File: src/rtl/hazard_pkg.sv
// Shared types and constants for the parametrised pipeline hazard controller.
package hazard_pkg;

  typedef enum logic [1:0] {RUN, DWAIT, LUSTALL, HALTED} hz_state_t;

  localparam int IFID    = 0;
  localparam int IDEX    = 1;
  localparam int EXMEM   = 2;
  localparam int MEMWB   = 3;
  localparam int PCW_DEF = 32;

endpackage

File: src/rtl/hz_lu_detect.sv
// Load-use compare: a load in ID/EX whose destination is read by the instruction in IF/ID.
module hz_lu_detect #(
  parameter int REGW = 5
) (
  input  logic            ex_memread,
  input  logic [REGW-1:0] ex_rd,
  input  logic [REGW-1:0] id_rs,
  input  logic [REGW-1:0] id_rt,
  input  logic            id_use_rs,
  input  logic            id_use_rt,
  output logic            hazard
);

  // r0 is hardwired zero, so a load targeting it never creates a dependency
  assign hazard = ex_memread && (ex_rd != '0) &&
                  ((id_use_rs && (id_rs == ex_rd)) || (id_use_rt && (id_rt == ex_rd)));

endmodule

File: src/rtl/hazard_ctrl_n.sv
// Pipeline hazard controller: per-stage write-enable/flush, load-use stall sequencing,
// sticky halt and a saturating stall-cycle counter.
//
// state   | meaning
// RUN     | normal flow, single-cycle hazards only
// DWAIT   | data access outstanding, stages upstream of MEM frozen
// LUSTALL | extra load-use bubble cycles still to insert
// HALTED  | halt retired, pipeline frozen until reset
module hazard_ctrl_n
  import hazard_pkg::*;
#(
  parameter int NSTAGES  = 5,
  parameter int MEM_IDX  = MEMWB,
  parameter int REGW     = 5,
  parameter int LU_STALL = 1,
  parameter int PCW      = PCW_DEF
) (
  input  logic                       CLK,
  input  logic                       RST,
  input  logic                       ihit,
  input  logic                       dhit,
  input  logic                       dREN,
  input  logic                       dWEN,
  input  logic                       redirect,
  input  logic [$clog2(NSTAGES)-1:0] redirect_stg,
  input  logic                       halt_req,
  input  logic                       ex_memread,
  input  logic [REGW-1:0]            ex_rd,
  input  logic [REGW-1:0]            id_rs,
  input  logic [REGW-1:0]            id_rt,
  input  logic                       id_use_rs,
  input  logic                       id_use_rt,
  output logic [NSTAGES-1:0]         stage_wen,
  output logic [NSTAGES-1:0]         stage_flush,
  output logic                       halted,
  output logic [1:0]                 state,
  output logic [PCW-1:0]             stall_cnt
);

  localparam int LUCW = 3;

  hz_state_t       state_q, state_d;
  logic [LUCW-1:0] lu_q, lu_d;
  logic            lu_hit;
  logic            mem_miss;

  hz_lu_detect #(.REGW(REGW)) u_lu_detect (
    .ex_memread (ex_memread),
    .ex_rd      (ex_rd),
    .id_rs      (id_rs),
    .id_rt      (id_rt),
    .id_use_rs  (id_use_rs),
    .id_use_rt  (id_use_rt),
    .hazard     (lu_hit)
  );

  assign mem_miss = (dREN || dWEN) && !dhit;
  assign state    = state_q;

  always_comb begin
    stage_wen   = '1;
    stage_flush = '0;
    halted      = 1'b0;
    state_d     = RUN;
    lu_d        = lu_q;
    if (RST) begin
      lu_d = '0;
    end else if (state_q == HALTED) begin
      stage_wen = '0;
      halted    = 1'b1;
      state_d   = HALTED;
    end else if (mem_miss) begin
      for (int i = 0; i < NSTAGES; i++) stage_wen[i] = (i >= MEM_IDX);
      stage_flush[MEM_IDX] = 1'b1;
      state_d = DWAIT;
    end else if (halt_req) begin
      for (int i = 0; i < NSTAGES; i++) stage_flush[i] = (i < MEM_IDX);
      state_d = HALTED;
    end else if (redirect) begin
      // loop bound doubles as the clamp for out-of-range stage indices
      for (int i = 0; i < NSTAGES; i++) stage_flush[i] = (i < int'(redirect_stg));
      lu_d = '0;
    end else if (lu_hit || (state_q == LUSTALL)) begin
      stage_wen[IFID]   = 1'b0;
      stage_flush[IDEX] = 1'b1;
      if (state_q == LUSTALL) begin
        lu_d    = lu_q - LUCW'(1);
        state_d = (lu_q == LUCW'(1)) ? RUN : LUSTALL;
      end else begin
        lu_d    = LUCW'(LU_STALL - 1);
        state_d = (LU_STALL > 1) ? LUSTALL : RUN;
      end
    end else if (!ihit) begin
      stage_wen[IFID]   = 1'b0;
      stage_flush[IFID] = 1'b1;
    end
  end

  always_ff @(posedge CLK) begin
    if (RST) begin
      state_q   <= RUN;
      lu_q      <= '0;
      stall_cnt <= '0;
    end else begin
      state_q <= state_d;
      lu_q    <= lu_d;
      if (!stage_wen[IFID] && (state_q != HALTED) && (stall_cnt != '1))
        stall_cnt <= stall_cnt + PCW'(1);
    end
  end

endmodule

File: config.mk
export PLATFORM = sky130hd
export DESIGN_NAME = hazard_ctrl_n
export DESIGN_NICKNAME = d
export VERILOG_FILES = /design/src/rtl/hazard_pkg.sv /design/src/rtl/hz_lu_detect.sv /design/src/rtl/hazard_ctrl_n.sv
export SDC_FILE = /design/constraint.sdc
export NUM_CORES = 1
export LEC_CHECK = 0
export ABC_AREA = 1
export CORE_ASPECT_RATIO = 1.25
export CORE_MARGIN = 2
export CORE_UTILIZATION = 40
export CTS_CLUSTER_SIZE = 24
export DETAILED_ROUTE_END_ITERATION = 10
export PLACE_DENSITY = 0.69
export SETUP_SLACK_MARGIN = 0.15
export SLEW_MARGIN = 25
export SYNTH_ARGS = -nofsm -noshare
export SYNTH_HDL_FRONTEND = slang
export SYNTH_SLANG_ARGS = --single-unit
File: constraint.sdc
create_clock -name CLK -period 2.3 [get_ports CLK]
set_input_delay 0.23 -clock CLK [delete_from_list [all_inputs] [get_ports CLK]]
set_output_delay 0.23 -clock CLK [all_outputs]
set_load 0.005 [all_outputs]
==> run summary, run 1 <==
In this run the worst setup path terminates at stage_flush[2]. The run gives 2.07 ns as the critical path required time. The critical path launch point type is an input port. The mapped netlist covers 2660 µm².

STA puts the critical path data arrival time at 1.80 ns. Yosys mapped a number of flops with a built-in enable equal to 0. Synthesis produced a netlist with a net count of 466. Dividing the final minimum period by the clock period gives 88.1%. TritonCTS built the clock tree. The final period demand of the worst path came out at 2.03 ns. Wires add up to 7650 µm.

The endpoint identified for the worst register-to-register timing path is stall_cnt[24]. The run gives 3480 µm² as the cell area after placement. For this run, the leading register cell type out of synthesis is sky130_fd_sc_hd__dfxtp_1.

STA classifies the critical path endpoint as an output port. The worst reg2reg path depth works out to 8. Entering global routing, the biggest net connects 34 pins. The analysis attributes to cell leakage a power of 1.42 nW. Dividing the synthesized area by the synthesized cell count gives 6.13 µm².

TritonCTS created 5 clock buffers. For this design the top-level I/O count stands at 74. Simple logic cell fraction of the synthesized area: 42.1%. After clock tree synthesis, the clock-pin slew on the worst setup and hold paths is 0.07 ns.

The count of maximum capacitance violations was 0. The tools report the number of distinct library cell variants in the gate-level netlist after synthesis as 25. The core footprint was 6480 µm²; the max-slew headroom at the worst pin was 70.9%. In this run the clock root is driven by a sky130_fd_sc_hd__clkbuf_8. The effective utilization at floorplan is 41.1%, and the number of antenna-violating nets in the routed design is 0. The run finished with clean final reports. The cell count after synthesis came out at 434. Static timing analysis puts the maximum clock frequency at 493 MHz. The power density of the placed cells was 378 nW/µm²; the level count of the clock H-tree was 2.

The run gives 33 as the count of standard-cell rows. Maximum buffer depth of the clock tree: 2. Setup violations remaining at the end of the flow were counted as 0.

The chip width is 77.0 µm, and the die height is 95.2 µm. For the worst setup slack after placement, the log shows -0.108 ns. The synthesized flop and latch total is 37, and the total congestion overflow after global routing is 0.

The initial antenna violation count is 0. The die covers 7330 µm². The via count of the first global-routing pass is 2752, and the average routed wire per standard cell is 12.9 µm. The synthesized netlist devotes 9.03% of its cell area to compound gates. The run gives 0 ns as the final total negative setup slack. For the CTS sink count, the log shows 37. In this run the critical register-to-register path is launched from stall_cnt[1]. The logs give 21.3% for the combined global-route utilization of all metal layers and 0.877 for the routability congestion estimate from global placement. For the number of max-slew violations in the final report, the log shows 0. The area share of fa/ha/maj cells after synthesis came out at 1.41%.

For the total number of vias, the log shows 3003. Setup slack on the worst reg-to-reg path comes out at 0.30 ns. The signed area change from the synthesized netlist to the final layout was 34.0%; the maximum fanout count along the critical path was 4.

The run gives 6000 µm as the half-perimeter wire length after detailed placement. The post-route cell area was 3570 µm². For the pin with the worst max-slew slack, the measured transition is 0.433 ns. The final number of hold-violating endpoints came out at 0. Among all cell types in the netlist, the one instantiated most often is sky130_fd_sc_hd__nand2_1.

The first-pass GRT wire length is 12600 µm, and the portion of netlist area occupied by mux cells is 0%. The area share of the leading cell type in the synthesized netlist works out to 27.8%. In the post-synthesis netlist, the biggest area contributors are sky130_fd_sc_hd__dfxtp_1, sky130_fd_sc_hd__nand2_1, sky130_fd_sc_hd__nand4_1, sky130_fd_sc_hd__xor2_1, sky130_fd_sc_hd__nor2_1. The kind of path behind the tightest hold check was flop to flop. The commonest cells after synthesis are sky130_fd_sc_hd__nand2_1, sky130_fd_sc_hd__nor2_1, sky130_fd_sc_hd__inv_1. For the first-pass detailed-route iteration total, the log shows 4.

Setup repair after global routing left no endpoint under its margin. Of the cells placed in the final design, the portion with a size suffix greater than 1 is 5.15%. The worst-case IR drop observed on VDD is 0.228 mV.

After Yosys synthesis, XOR and XNOR cells account for 9.21% of the synthesized area. The via count normalized by instance count is 5.07, and the worst setup skew after layout is 0.00599 ns. The critical path startpoint is dWEN. The tools report the final antenna diode count as 0.

The largest total area in the synthesized netlist belongs to sky130_fd_sc_hd__dfxtp_1. Main combinational cell family by area after synthesis: simple AND/OR/NAND/NOR gates. The worst path meets setup with 0.273 ns of slack. The async set-or-reset flop fraction in the synthesized netlist was 0%; the final routed DRC violation total was 0.

Buffers placed on the I/O ports in this run total 73. Summing internal, switching and leakage power gives 0.00135 W. After synthesis, flip-flops and latches occupy 27.8% of the total area. Kind of critical path: input port to output port. The final layout contains 537 nets. The final hold slack is 0.487 ns, and the worst-skew pair later-pin latency is 0.28 ns.

Yosys printed 0 warnings. After the first detailed-routing iteration, the DRC count stood at 153.
worst max-delay path: stages:
cell and delay (ns):
sky130_fd_sc_hd__clkdlybuf4s50_1 0.40, sky130_fd_sc_hd__nor2_1 0.10, sky130_fd_sc_hd__nor2_1 0.07, sky130_fd_sc_hd__nor2_1 0.12
sky130_fd_sc_hd__nand2_1 0.12, sky130_fd_sc_hd__a211oi_1 0.22, sky130_fd_sc_hd__clkdlybuf4s50_1 0.54
worst min-delay path by stage:
stage | from | end | slack [ns] | depth (start not counted)
after floorplan | halt_req | state[0] | 0.36 | 2
after global placement | lu_q[0] | lu_q[0] | 0.47 | 2
after detailed placement | lu_q[0] | lu_q[0] | 0.48 | 2
after CTS | lu_q[0] | lu_q[0] | 0.49 | 2
after global routing | stall_cnt[31] | stall_cnt[31] | 0.52 | 2
final | lu_q[0] | lu_q[0] | 0.49 | 2
metrics by stage:
step / cells / util (%)
floorplan: 434 / -
global placement: 584 / 53.6
detailed placement: 584 / 53.6
CTS: 592 / 55.0
global route: 592 / 55.0
finish: 592 / 55.0
power breakdown:
group / internal [W] / switching [W] / total, W / leakage, nW
combinational: 0.000110 / 0.000121 / 0.000230 / 1.08
sequential: 0.000649 / 0.00000754 / 0.000657 / 0.299
clock: 0.000238 / 0.000222 / 0.000460 / 0.0443
total: 0.000997 / 0.000350 / 0.00135 / 1.42
state kept, by name, indices dropped and copies added (netlist names):
register   count
stall_cnt     32
state          2
lu_q           3
layout make-up:
class	count	area (µm²)
flip-flops and latches	37	741
repair buffers	82	798
clock buffers	7	86.3
multi-input cells	331	1650
fillers	703	2920
well taps	87	109
inverters	48	180
repair_timing:
item                                    CTS  global route
endpoints found under the setup margin    3             1
resized for setup                        12             5
setup buffers                             1             0
hold buffers                              0             0
pin swaps                                 1             0
cell usage in the layout, fill, tap and decap left out, types with 5 or more instances in the layout:
cell | synthesis | final
sky130_fd_sc_hd__dlygate4sd2_1 | 0 | 6
sky130_fd_sc_hd__nand4_1 | 37 | 37
sky130_fd_sc_hd__buf_4 | 2 | 8
sky130_fd_sc_hd__xnor2_1 | 5 | 5
sky130_fd_sc_hd__nor2_1 | 50 | 50
sky130_fd_sc_hd__dfxtp_1 | 37 | 37
sky130_fd_sc_hd__inv_1 | 48 | 44
sky130_fd_sc_hd__nor3_1 | 17 | 17
sky130_fd_sc_hd__nand3_1 | 8 | 7
sky130_fd_sc_hd__nand2_1 | 132 | 130
sky130_fd_sc_hd__clkdlybuf4s50_1 | 0 | 66
sky130_fd_sc_hd__o21ai_0 | 8 | 7
sky130_fd_sc_hd__clkbuf_8 | 0 | 6
sky130_fd_sc_hd__xor2_1 | 23 | 23
sky130_fd_sc_hd__a21oi_1 | 34 | 34
layer usage:
metal  global-route usage, %  wire length [µm]  up-vias
met2                    41.2              4010       66
met4                    6.67               161        0
met1                    24.3              3220     1370
met3                    2.75               248       12
li1                        -                 -     1555
met5                       0                 0        -
cell families (layout without fill, tap and decap cells):
family	Yosys count	count (layout)
compound gates	46	46
xor+xnor	28	28
fa+ha+maj	3	3
buf+inv	66	137
flops	37	37
simple gates	254	254
Note: power is estimated with default switching activity, not from simulation.
==> run 2, diff against run 1 <==
Settings changed: CTS_BUF_LIST set to sky130_fd_sc_hd__clkbuf_2.
==> run 2 against run 1 <==
Against the previous run:
- largest cell class unchanged
- critical path type unchanged
- critical endpoint is now stage_flush[0]
- worst setup slack lost 0.035 ns
- core utilization shrank 0.50 points
- highest routed layer unchanged
- largest power group unchanged
- cell count is the same
==> run summary, run 2 (synthesized netlist as in run 1, its figures left out) <==
The flow ran to the end, and the final reports show no timing, DRC or antenna violations. The tools report the final count of negative-setup-slack endpoints as 0. The critical path launch point type is an input port. The top cell types in the final layout, fill and taps aside, are sky130_fd_sc_hd__nand2_1, sky130_fd_sc_hd__clkdlybuf4s50_1, sky130_fd_sc_hd__nor2_1. The post-detailed-routing wire length was 7730 µm; the worst setup skew after layout was 0.0225 ns.

Counting the buffers created by CTS gives 5. The total number of vias came out at 3029. The CTS sink count is 37. Critical path startpoint: ex_rd[2]. The routability congestion estimate from global placement came out at 0.877. Master of the slowest instance on the critical path: sky130_fd_sc_hd__clkdlybuf4s50_1. TritonCTS built the clock tree. Setup repair after global routing could not meet its margin everywhere. The cell area after placement was 3480 µm². Kind of critical path: input port to output port.

For the level count of the clock H-tree, the log shows 2. The minimum setup slack in the final design was 0.238 ns; the period utilization was 89.7%. Per report_power, the sequential group accounts for 56.1% of the total. Headroom to the max-slew limit came out at 70.7%. The run gives 19.9% as the part of the power in combinational logic.

Detailed placement ended at an HPWL of 6000 µm. The chip width is 77.0 µm, and the average routed wire per standard cell is 13.1 µm. In this run the most used layer during global routing was met2. The run gives 0.000834 W as the internal power of the cells.

Kind of path behind the tightest hold check: flop to flop. 0 antenna diodes ended up in the layout. Cell class contributing the biggest share of worst-path delay: buffers and inverters. The startpoint identified for the worst hold timing path is lu_q[0]. Static timing analysis puts the maximum clock frequency at 485 MHz. The critical path required time is 2.07 ns, and the first-pass detailed-route iteration total is 4.

Across all hold checks on the routed design, the worst slack comes to 0.498 ns. Total power for the finished layout comes to 0.00117 W. Of the cells placed in the final design, the portion with a size suffix greater than 1 is 5.94%.

The reg-to-reg setup timing slack was 0.33 ns. The via count normalized by instance count is 5.12. The initialized floorplan defines 33 standard-cell rows.

For the effective utilization at floorplan, the log shows 41.1%. End point of the worst hold path: lu_q[0]. The worst-case IR drop observed on VDD is 0.177 mV.

Via count of the first global-routing pass: 2791. More flip-flops sit in one register than any other, and that register is stall_cnt. Walking the worst path, the cells encountered are clkdlybuf4s50_1 -> inv_2 -> nor2_1 -> nor2_1 -> nand3_1 -> nand2_1 -> nand2_1 -> nand3_2 -> or2_2 -> a21oi_1 -> dlygate4sd2_1.

The number of antenna-violating nets in the routed design is 0. Subtracting the final worst setup slack from the clock period gives 2.06 ns. The largest incremental delay on the critical path was 0.49 ns; the final number of hold-violating endpoints was 0. The die covers 7330 µm². The endpoint of the lowest-slack register-to-register path was stall_cnt[24]. Global routing consumed, on the met2 layer, 40.7% of the routing resources. The total area inside the core boundary comes to 6480 µm². Flip-flop count of the largest register after layout: 32. The number of max-slew violations in the final report was 0; the number of I/O port buffers was 73. The first global-routing pass estimated 12700 µm of wire. For met1 alone, demand over resource in global routing was 24.1%. During I/O placement, the number of pins put on the boundary was 74.

Category of the worst setup path capture point: an output port. In this run the deepest clock path goes through 2 buffers. The run gives 0 as the initial antenna violation count. For this run, design rule violations remaining after detail routing come to 0. The pin count of the biggest net entering global routing is 34, and the net switching power of the design is 0.000341 W.

Net total in the final layout: 537. Max-cap violations in this run came to 0. The power density of the placed cells is 332 nW/µm². Measured slew at the worst slew-check pin: 0.436 ns. The global-route met3 utilization came out at 2.84%. In this run the critical register-to-register path is launched from stall_cnt[1]. Counting cells, the worst reg-to-reg path comes to 8. After clock tree synthesis, the clock-pin slew on the worst setup and hold paths is 0.16 ns.

The tools report the initial DRC count as 149. The signed area change from the synthesized netlist to the final layout is 32.8%, and the worst setup slack after placement is -0.108 ns. In this run switching power makes up 29.0% of total power. After routing the design area is 3530 µm². Worst-skew pair later-pin latency: 0.38 ns. The most frequent standard cell in the layout excluding fill and tap cells is sky130_fd_sc_hd__nand2_1.

Along the worst path, the maximum fanout reaches 4. Reported leakage power: 1.41 nW. Global routing finished with a remaining overflow of 0. In this run the vertical extent of the chip is 95.2 µm.

The signal arrival time at the worst endpoint is 1.83 ns, and the critical path buffer and inverter count is 3. Fill cells in the final layout number 707. Cell depth of the worst hold path: 2. For this run, the total global-route usage over all layers was measured as 21.3%. Per report_power, the clock group accounts for 24.0% of the total. CTS root buffer: sky130_fd_sc_hd__clkbuf_2.
## run 2: changes by cell type in the layout (fill, tap and decap cells not counted), sizes merged
cell / change
clkbuf: -2
clkinv: +1
dlygate4sd2: +1
## run 2: power by group through the flow
stage / sequential, W / clock, W / combinational [W]
final: 0.000659 / 0.000281 / 0.000234
after global routing: 0.000661 / 0.000314 / 0.000260
after CTS: 0.000659 / 0.000297 / 0.000232
after detailed placement: 0.000672 / 0 / 0.000232
after global placement: 0.000671 / 0 / 0.000229
after floorplan: 0.000671 / 0 / 0.000119
## run 2: worst max-delay path by stage
stage                     cells after the start  slack [ns]             end
after floorplan                              10        0.65   stall_cnt[10]
after global placement                       10       -0.11  stage_flush[0]
after detailed placement                     10       -0.11  stage_flush[0]
after CTS                                     5        0.16    stage_wen[3]
after global routing                         11        0.08  stage_flush[0]
final                                        11        0.24  stage_flush[0]
## run 2: worst register-to-register path, cell delays in order (launching register included)
cell,delay (ns)
sky130_fd_sc_hd__dfxtp_1,0.44
sky130_fd_sc_hd__ha_1,0.19
sky130_fd_sc_hd__nand2_1,0.06
sky130_fd_sc_hd__nor2_1,0.24
sky130_fd_sc_hd__nand2_1,0.17
sky130_fd_sc_hd__nor3_1,0.36
sky130_fd_sc_hd__xor2_1,0.19
sky130_fd_sc_hd__nand4_1,0.11
sky130_fd_sc_hd__a21oi_1,0.16
## run 2: through the flow
step           utilization, %  std cells  setup TNS [ns]
6_report                 54.5        592               0
5_1_grt                  54.5        592               0
4_1_cts                  54.2        592               0
3_5_place_dp             53.6        584          -0.111
3_3_place_gp             53.6        584          -0.107
2_1_floorplan               -        434               0
## run 2: layer usage
layer | wire [µm] | vias to the layer above | share of wire [%]
met1 | 3250 | 1374 | 42
met2 | 4000 | 75 | 52
met5 | 0 | - | 0
met4 | 192 | 0 | 2.5
met3 | 284 | 15 | 3.7
li1 | - | 1565 | -
## run 2: cell type report
type	instances	area (µm²)	share of cell area (%)
Inverter	48	180	5.10
Multi-Input combinational cell	331	1660	47.0
Sequential cell	37	743	21.0
Timing Repair Buffer	82	806	22.8
Tap cell	87	109	3.08
Clock inverter	1	3.75	0.106
Clock buffer	6	30.0	0.850
## run 2: repair_timing
item	CTS	global route
setup endpoints to repair	4	6
resized for setup	13	8
setup buffers	1	0
hold buffers	0	0
pin swaps	1	0
==> run 3, diff against run 2 <==
Settings changed: HOLD_SLACK_MARGIN set to 0.02, RECOVER_POWER set to 25, TNS_END_PERCENT set to 5.
==> run 3 against run 2 <==
Against the previous run:
- cell area about the same
- largest power group unchanged
- die area unchanged
- routed wire length decreased by 0.39%
- clock-buffer cell count unchanged
- clock power about the same
==> run summary, run 3 (synthesized netlist as in run 1, its figures left out) <==
At the worst endpoint, the required time is 2.07 ns. The first detailed-routing pass ran for 4 iterations. The net total in the final layout was 536; the reported leakage power was 1.47 nW.

IR analysis of the VDD net gives a maximum drop of 0.177 mV. The total overflow left after global routing is 0. Per report_power, the sequential group accounts for 56.3% of the total. The flip-flop count of the largest register after layout is 32, and the cell depth of the worst hold path is 2. After detailed routing, the number of vias per cell comes to 5.09. In this run the critical register-to-register path is launched from stall_cnt[1]. Counting I/O delays and the setup requirement, the final critical path takes 2.09 ns. The final count of negative-setup-slack endpoints is 0, and the die height is 95.2 µm. The first-pass GRT wire length is 12600 µm. The tools report the final routed DRC violation total as 0.

OpenSTA, run right after detailed placement, puts the worst setup slack at -0.108 ns. The signal arrival time at the worst endpoint is 1.86 ns, and the measured slew at the worst slew-check pin is 0.438 ns. Worst setup skew after layout: 0.0165 ns. Cells fill 54.5% of the core in the end. The most frequent standard cell in the layout excluding fill and tap cells was sky130_fd_sc_hd__nand2_1. Across all register-to-register paths, the minimum setup slack is 0.35 ns. The power density of the placed cells is 331 nW/µm².

The clock passes through at most 2 buffers. The CTS root buffer is sky130_fd_sc_hd__clkbuf_2. After floorplanning, the core was sized to cover 6480 µm². The run gives 0 as the initial antenna violation count.

Based on the critical path, the design can be clocked at up to 480 MHz. The tools report the CTS sink count as 37. The chip width was 77.0 µm.

The hold path startpoint is lu_q[0]. Clock latency on the worst-skew pair, taken at its later pin, is 0.37 ns. Clock tree synthesis inserted a total of 5 buffers. The kind of critical path was flop to output port. Relative to the synthesized area, the layout overhead comes to 32.9%. The library cells used most frequently in the layout, excluding fill and tap cells, are sky130_fd_sc_hd__nand2_1, sky130_fd_sc_hd__clkdlybuf4s50_1, sky130_fd_sc_hd__nor2_1. The worst register-to-register path ends at stall_cnt[24]. The top register by number of flip-flops is stall_cnt. The logs give 0 for the final number of hold-violating endpoints and 41.1% for the effective utilization at floorplan. The clock network burns 23.9% of the power.

The number of I/O pins was 74. The via count of the first global-routing pass was 2758. Period utilization: 90.7%. Critical path launch point type: a flop.

The H-tree was split into 2 levels. After the first detailed-routing iteration, the DRC count stood at 165. During placement, the flow inserted port buffers numbering 73. The count of maximum capacitance violations is 0, and the net switching power of the design is 0.000337 W. In the global route stage, overall resource usage came out at 21.1%. For the worst flop-to-flop path, the logic depth is 8. Post-CTS repair changed the size of 7 cells.

The final total negative setup slack was 0 ns. Combinational cells account for 19.8% of the total power. Routability congestion estimate from global placement: 0.877. After clock tree synthesis, the flow added hold-fix buffers numbering 0. The worst hold path belongs to the class flop to flop.

The die area is 7330 µm², and the total number of vias is 3011. The internal portion of the total power is 0.000832 W. Maximum fanout count along the critical path: 4.

Once the clock tree was built, the setup fixing pass inserted 0 buffers. Summed over all nets, the half-perimeter wirelength after detailed placement is 6000 µm. The proportion of layout cells with a drive suffix above 1 works out to 5.95%. The flow ran to the end, and the final reports show no timing, DRC or antenna violations. The repair_antennas step left the layout with diodes totalling 0.

For the number of max-slew violations in the final report, the log shows 0. Net switching is 28.9% of the power. Setup slack closes at 0.215 ns. The post-detailed-routing wire length was 7700 µm.

In the final routed layout, each cell accounts on average for 13.0 µm. The run gives 70.6% as the max-slew headroom at the worst pin. Setup repair after global routing could not meet its margin everywhere. The count of nets left with antenna violations once routing finished came out at 0.

TritonCTS built the clock tree. Clock-pin slew was measured on the worst setup and hold paths at 0.17 ns. The tools report the category of the worst setup path capture point as an output port. The pin count of the biggest net entering global routing was 34. The end point of the worst hold path is lu_q[0].

Row generation in the floorplan step produced 33 rows.
[run 3: cell count changes in the layout (fill, tap and decap cells not counted), moves of 2 or more]
cell,previous run,this run
sky130_fd_sc_hd__dlygate4sd3_1,0,17
sky130_fd_sc_hd__dlygate4sd2_1,7,2
sky130_fd_sc_hd__dfxtp_1,35,37
sky130_fd_sc_hd__dfxtp_2,2,0
sky130_fd_sc_hd__dlymetal6s2s_1,0,2
sky130_fd_sc_hd__clkdlybuf4s50_1,66,51
[run 3: per-layer routing]
layer | vias up | part of all wire [%] | track usage, %
met5 | - | 0 | 0
li1 | 1565 | - | -
met3 | 10 | 4.4 | 2.75
met2 | 83 | 52 | 40.5
met1 | 1353 | 41 | 24.1
met4 | 0 | 2.0 | 7.27
[run 3: worst max-delay path by stage]
stage,startpoint,to,slack (ns),depth (start not counted)
after floorplan,stall_cnt[2],stall_cnt[10],0.65,10
after global placement,ex_rd[2],stage_flush[0],-0.11,10
after detailed placement,ex_rd[0],stage_flush[0],-0.11,10
after CTS,ex_rd[0],stage_wen[0],0.007,13
after global routing,state[0],stage_flush[2],0.11,6
final,state[0],stage_flush[2],0.21,6
[run 3: final cells by class]
| class | instances | area, µm² |
|---|---|---|
| tap | 87 | 109 |
| multi-input combinational | 331 | 1670 |
| clock inverter | 1 | 3.75 |
| fill | 704 | 2950 |
| timing repair buffer | 81 | 805 |
| sequential | 37 | 741 |
| inverter | 48 | 180 |
| clock buffer | 6 | 30.0 |
[run 3: power groups by stage]
stage | Sequential (W) | Clock [W] | Combinational [W]
2_1_floorplan | 0.000671 | 0 | 0.000119
3_3_place_gp | 0.000671 | 0 | 0.000229
3_5_place_dp | 0.000672 | 0 | 0.000232
4_1_cts | 0.000659 | 0.000297 | 0.000231
5_1_grt | 0.000661 | 0.000314 | 0.000258
6_report | 0.000658 | 0.000279 | 0.000232
[run 3: per-stage QoR]
stage / cells / hold WS, ns / power [W] / cell area, µm²
4_1_cts: 591 / 0.505 / 0.00119 / 3510
3_3_place_gp: 584 / 0.469 / 0.000900 / 3480
2_1_floorplan: 434 / 0.361 / 0.000789 / 2660
5_1_grt: 591 / 0.533 / 0.00123 / 3540
6_report: 591 / 0.497 / 0.00117 / 3540
3_5_place_dp: 584 / 0.484 / 0.000903 / 3480
[run 3: worst max-delay path, stage by stage (launching register included)]
cell and delay [ns]:
sky130_fd_sc_hd__dfxtp_1 0.36, sky130_fd_sc_hd__nand2_1 0.10, sky130_fd_sc_hd__inv_1 0.07, sky130_fd_sc_hd__nor2_1 0.16, sky130_fd_sc_hd__nand2_2 0.10, sky130_fd_sc_hd__a211oi_2 0.17, sky130_fd_sc_hd__clkdlybuf4s50_1 0.53
==> edit: new RTL, config.mk and constraints of run 3 <==
Put one more register stage on the output `stall_cnt`, cleared by the reset. The value now appears one clock later. The other outputs are not delayed to match.
--- a/src/rtl/hazard_ctrl_n.sv
+++ b/src/rtl/hazard_ctrl_n.sv
@@ -40,2 +40,4 @@
   localparam int LUCW = 3;
+
+  logic [PCW-1:0] stall_cnt_s0;
 
@@ -102,3 +104,3 @@
       lu_q      <= '0;
-      stall_cnt <= '0;
+      stall_cnt_s0 <= '0;
     end else begin
@@ -106,4 +108,12 @@
       lu_q    <= lu_d;
-      if (!stage_wen[IFID] && (state_q != HALTED) && (stall_cnt != '1))
-        stall_cnt <= stall_cnt + PCW'(1);
+      if (!stage_wen[IFID] && (state_q != HALTED) && (stall_cnt_s0 != '1))
+        stall_cnt_s0 <= stall_cnt_s0 + PCW'(1);
+    end
+  end
+
+  always_ff @(posedge CLK) begin
+    if (RST) begin
+      stall_cnt <= '0;
+    end else begin
+      stall_cnt <= stall_cnt_s0;
     end
Check against the original RTL: not equivalent (a bounded check fails within 4 cycles, from zero or initial values and one cycle with RST high).
==> edit against run 3 <==
Sequential cell count grew 32; design area is 26% higher; synthesized area grew 32%; sequential share of layout area rose by 10 points; global-route usage is 1.4 points lower; clock skew grew 0.0023 ns; non-clock buffer count increased by 2; combinational power up 8%; routed wire length up 15%; setup slack worse by 0.15 ns; total power increased by 72%; clock power rose by 95%; critical path type unchanged; largest cell class unchanged.
==> edit: results (changes against run 3) <==
Route
  • Met3 Wirelength: 453 um (+35%)
  • Met2 Wirelength: 4361 um (+7.9%)
  • Max Used Layer: met4
  • Routed wire length: 8857 um (+15%)
  • Detailed Routing Iterations Pass 1: 4 (unchanged)
  • Post-Route M1 WL: 3735 um (+18%)
  • Vias: 3465 (+15%)
  • First-iteration detailed-routing DRC count: 161 (-2.4%)

Final layout
  • NumNets Final: 622 (+16%)
  • Non-Filler Instances: 715 (+21%)
  • Share of cells above drive strength 1: 0.07731 (+0.01779)
  • # fillers: 863 (+23%)
  • # diodes: 0 (unchanged)

Logic synthesis
  • XOR/XNOR share of the synthesized area: 0.06963 (-0.02252)
  • Yosys warnings: 0 (unchanged)
  • Adder-cell share of the synthesized area: 0.01066 (-0.003447)
  • Post-synth top cells: nand2_1, nor2_1, dfxtp_1, inv_1, nand4_1
  • Seq/Total Area, Yosys: 0.3922 (+0.1139)
  • Synth cell types: 28 (+12%)
  • Area contributors post-synth: dfxtp_1, nand2_1, nor2_1, xor2_1, inv_1
  • Post-Synthesis Cells: 519 (+20%)
  • Mapped Nets: 551 (+18%)
  • Synth Area in Compound Gates: 0.06679 (-0.02348)

Job
  • Max_cap viols: 0 (unchanged)

Place
  • Port bufs: 73 (unchanged)
  • RePlAce Congestion: 0.9552 (+8.9%)
  • Post-placement cell area: 4360 um2 (+25%)
  • Hpwl dp: 6645 um (+11%)
  • Placed Cells: 699 (+20%)

Global routing
  • Vias in the first global route: 3269 (+19%)
  • Met3 Resource Use GR: 0.04769 (+0.02023)
  • Met2 Use GR: 0.3306 (-0.07434)
  • Met1 Resource Use GR: 0.2278 (-0.01310)
  • Initial antenna violation count: 0 (unchanged)
  • First-pass GRT wire length: 14600 um (+16%)
  • Pin count of the biggest net entering global routing: 63 (+85%)
  • GR Util All Layers: 0.1974 (-0.01407)

Critical path
  • Worst-path maximum fanout: 32 (+28)
  • Worst Reg-to-Reg Cells: 10 (+2)
  • CP top delay family: buffers and inverters
  • Slowest stage delay, CP: 0.50 ns (-0.03 ns)

Clock tree
  • Max clock buf depth: 2 (unchanged)
  • Worst skew pair latency: 0.53 ns (+0.16 ns)
  • H-tree levels: 3 (+1)
  • Clock root cell: clkbuf_2
  • Num CTS Buffers: 9 (+4)

STA
  • Skew final: 0.01878 ns (+0.002292 ns)
  • Max_slew headroom: 0.5975 (-0.1080)

Outcome
  • Status: completed

Worst hold path
  • Hold Path Cell Cnt: 3 (+1)
  • Hold Path Class: in2reg

Pwr
  • Leak Pwr: 0.001737 uW (+18%)
  • Worst VDD drop: 217.3 uV (+23%)
edit: changes by cell type in the layout (fill, tap and decap cells not counted), sizes merged, moves of 15 or more:
cell | run 3 | this run
inv | 48 | 64
nor2 | 50 | 81
dfxtp | 37 | 69
clkdlybuf4s50 | 51 | 66
dlygate4sd3 | 17 | 0
edit: worst paths after layout:
kind                     from                to
max                  state[0]      stage_wen[3]
max reg2reg  stall_cnt_s0[19]   stall_cnt_s0[1]
min                       RST          state[1]
min reg2reg  stall_cnt_s0[31]  stall_cnt_s0[31]
edit: cell type report:
class / count / area [um2] / share of cell area
Sequential cell: 69 / 1383 / 0.3096
Multi-Input combinational cell: 363 / 1795 / 0.4021
Tap cell: 120 / 150.1 / 0.03362
Clock buffer: 10 / 50.05 / 0.01121
Clock inverter: 6 / 30.03 / 0.006725
Timing Repair Buffer: 83 / 817.0 / 0.1830
Inverter: 64 / 240.2 / 0.05380
edit: timing repair:
item | CTS | global route
cloned | 0 | 0
endpoints found under the setup margin | 9 | 11
resized for setup | 5 | 15
buffers inserted | 0 | 0
hold buffers | 0 | 0
pin swaps | 0 | 1
edit: tightest hold or removal path: cells and delay by family:
kind | cells | cell delay [ns]
buf+inv | 2 | 0.24
compound gates | 1 | 0.14
edit: metrics by stage:
stage / setup slack (ns) / hold WS [ns] / total power (uW) / utilization
global placement: -0.1030 / 0.4507 / 1486 / 0.5067
detailed placement: -0.1157 / 0.4665 / 1490 / 0.5067
finish: 0.06962 / 0.1045 / 2011 / 0.5189
CTS: 0.0009275 / 0.04746 / 2038 / 0.5161
floorplan: 0.7148 / 0.3608 / 1373 / -
global route: -0.09724 / 0.1153 / 2111 / 0.5189
edit: report_power, final:
group	switching, uW	internal [uW]	leakage [uW]
combinational	137	113	0.00112
clock	411	133	0.0000565
sequential	7.67	1210	0.000557
total	556	1460	0.00174
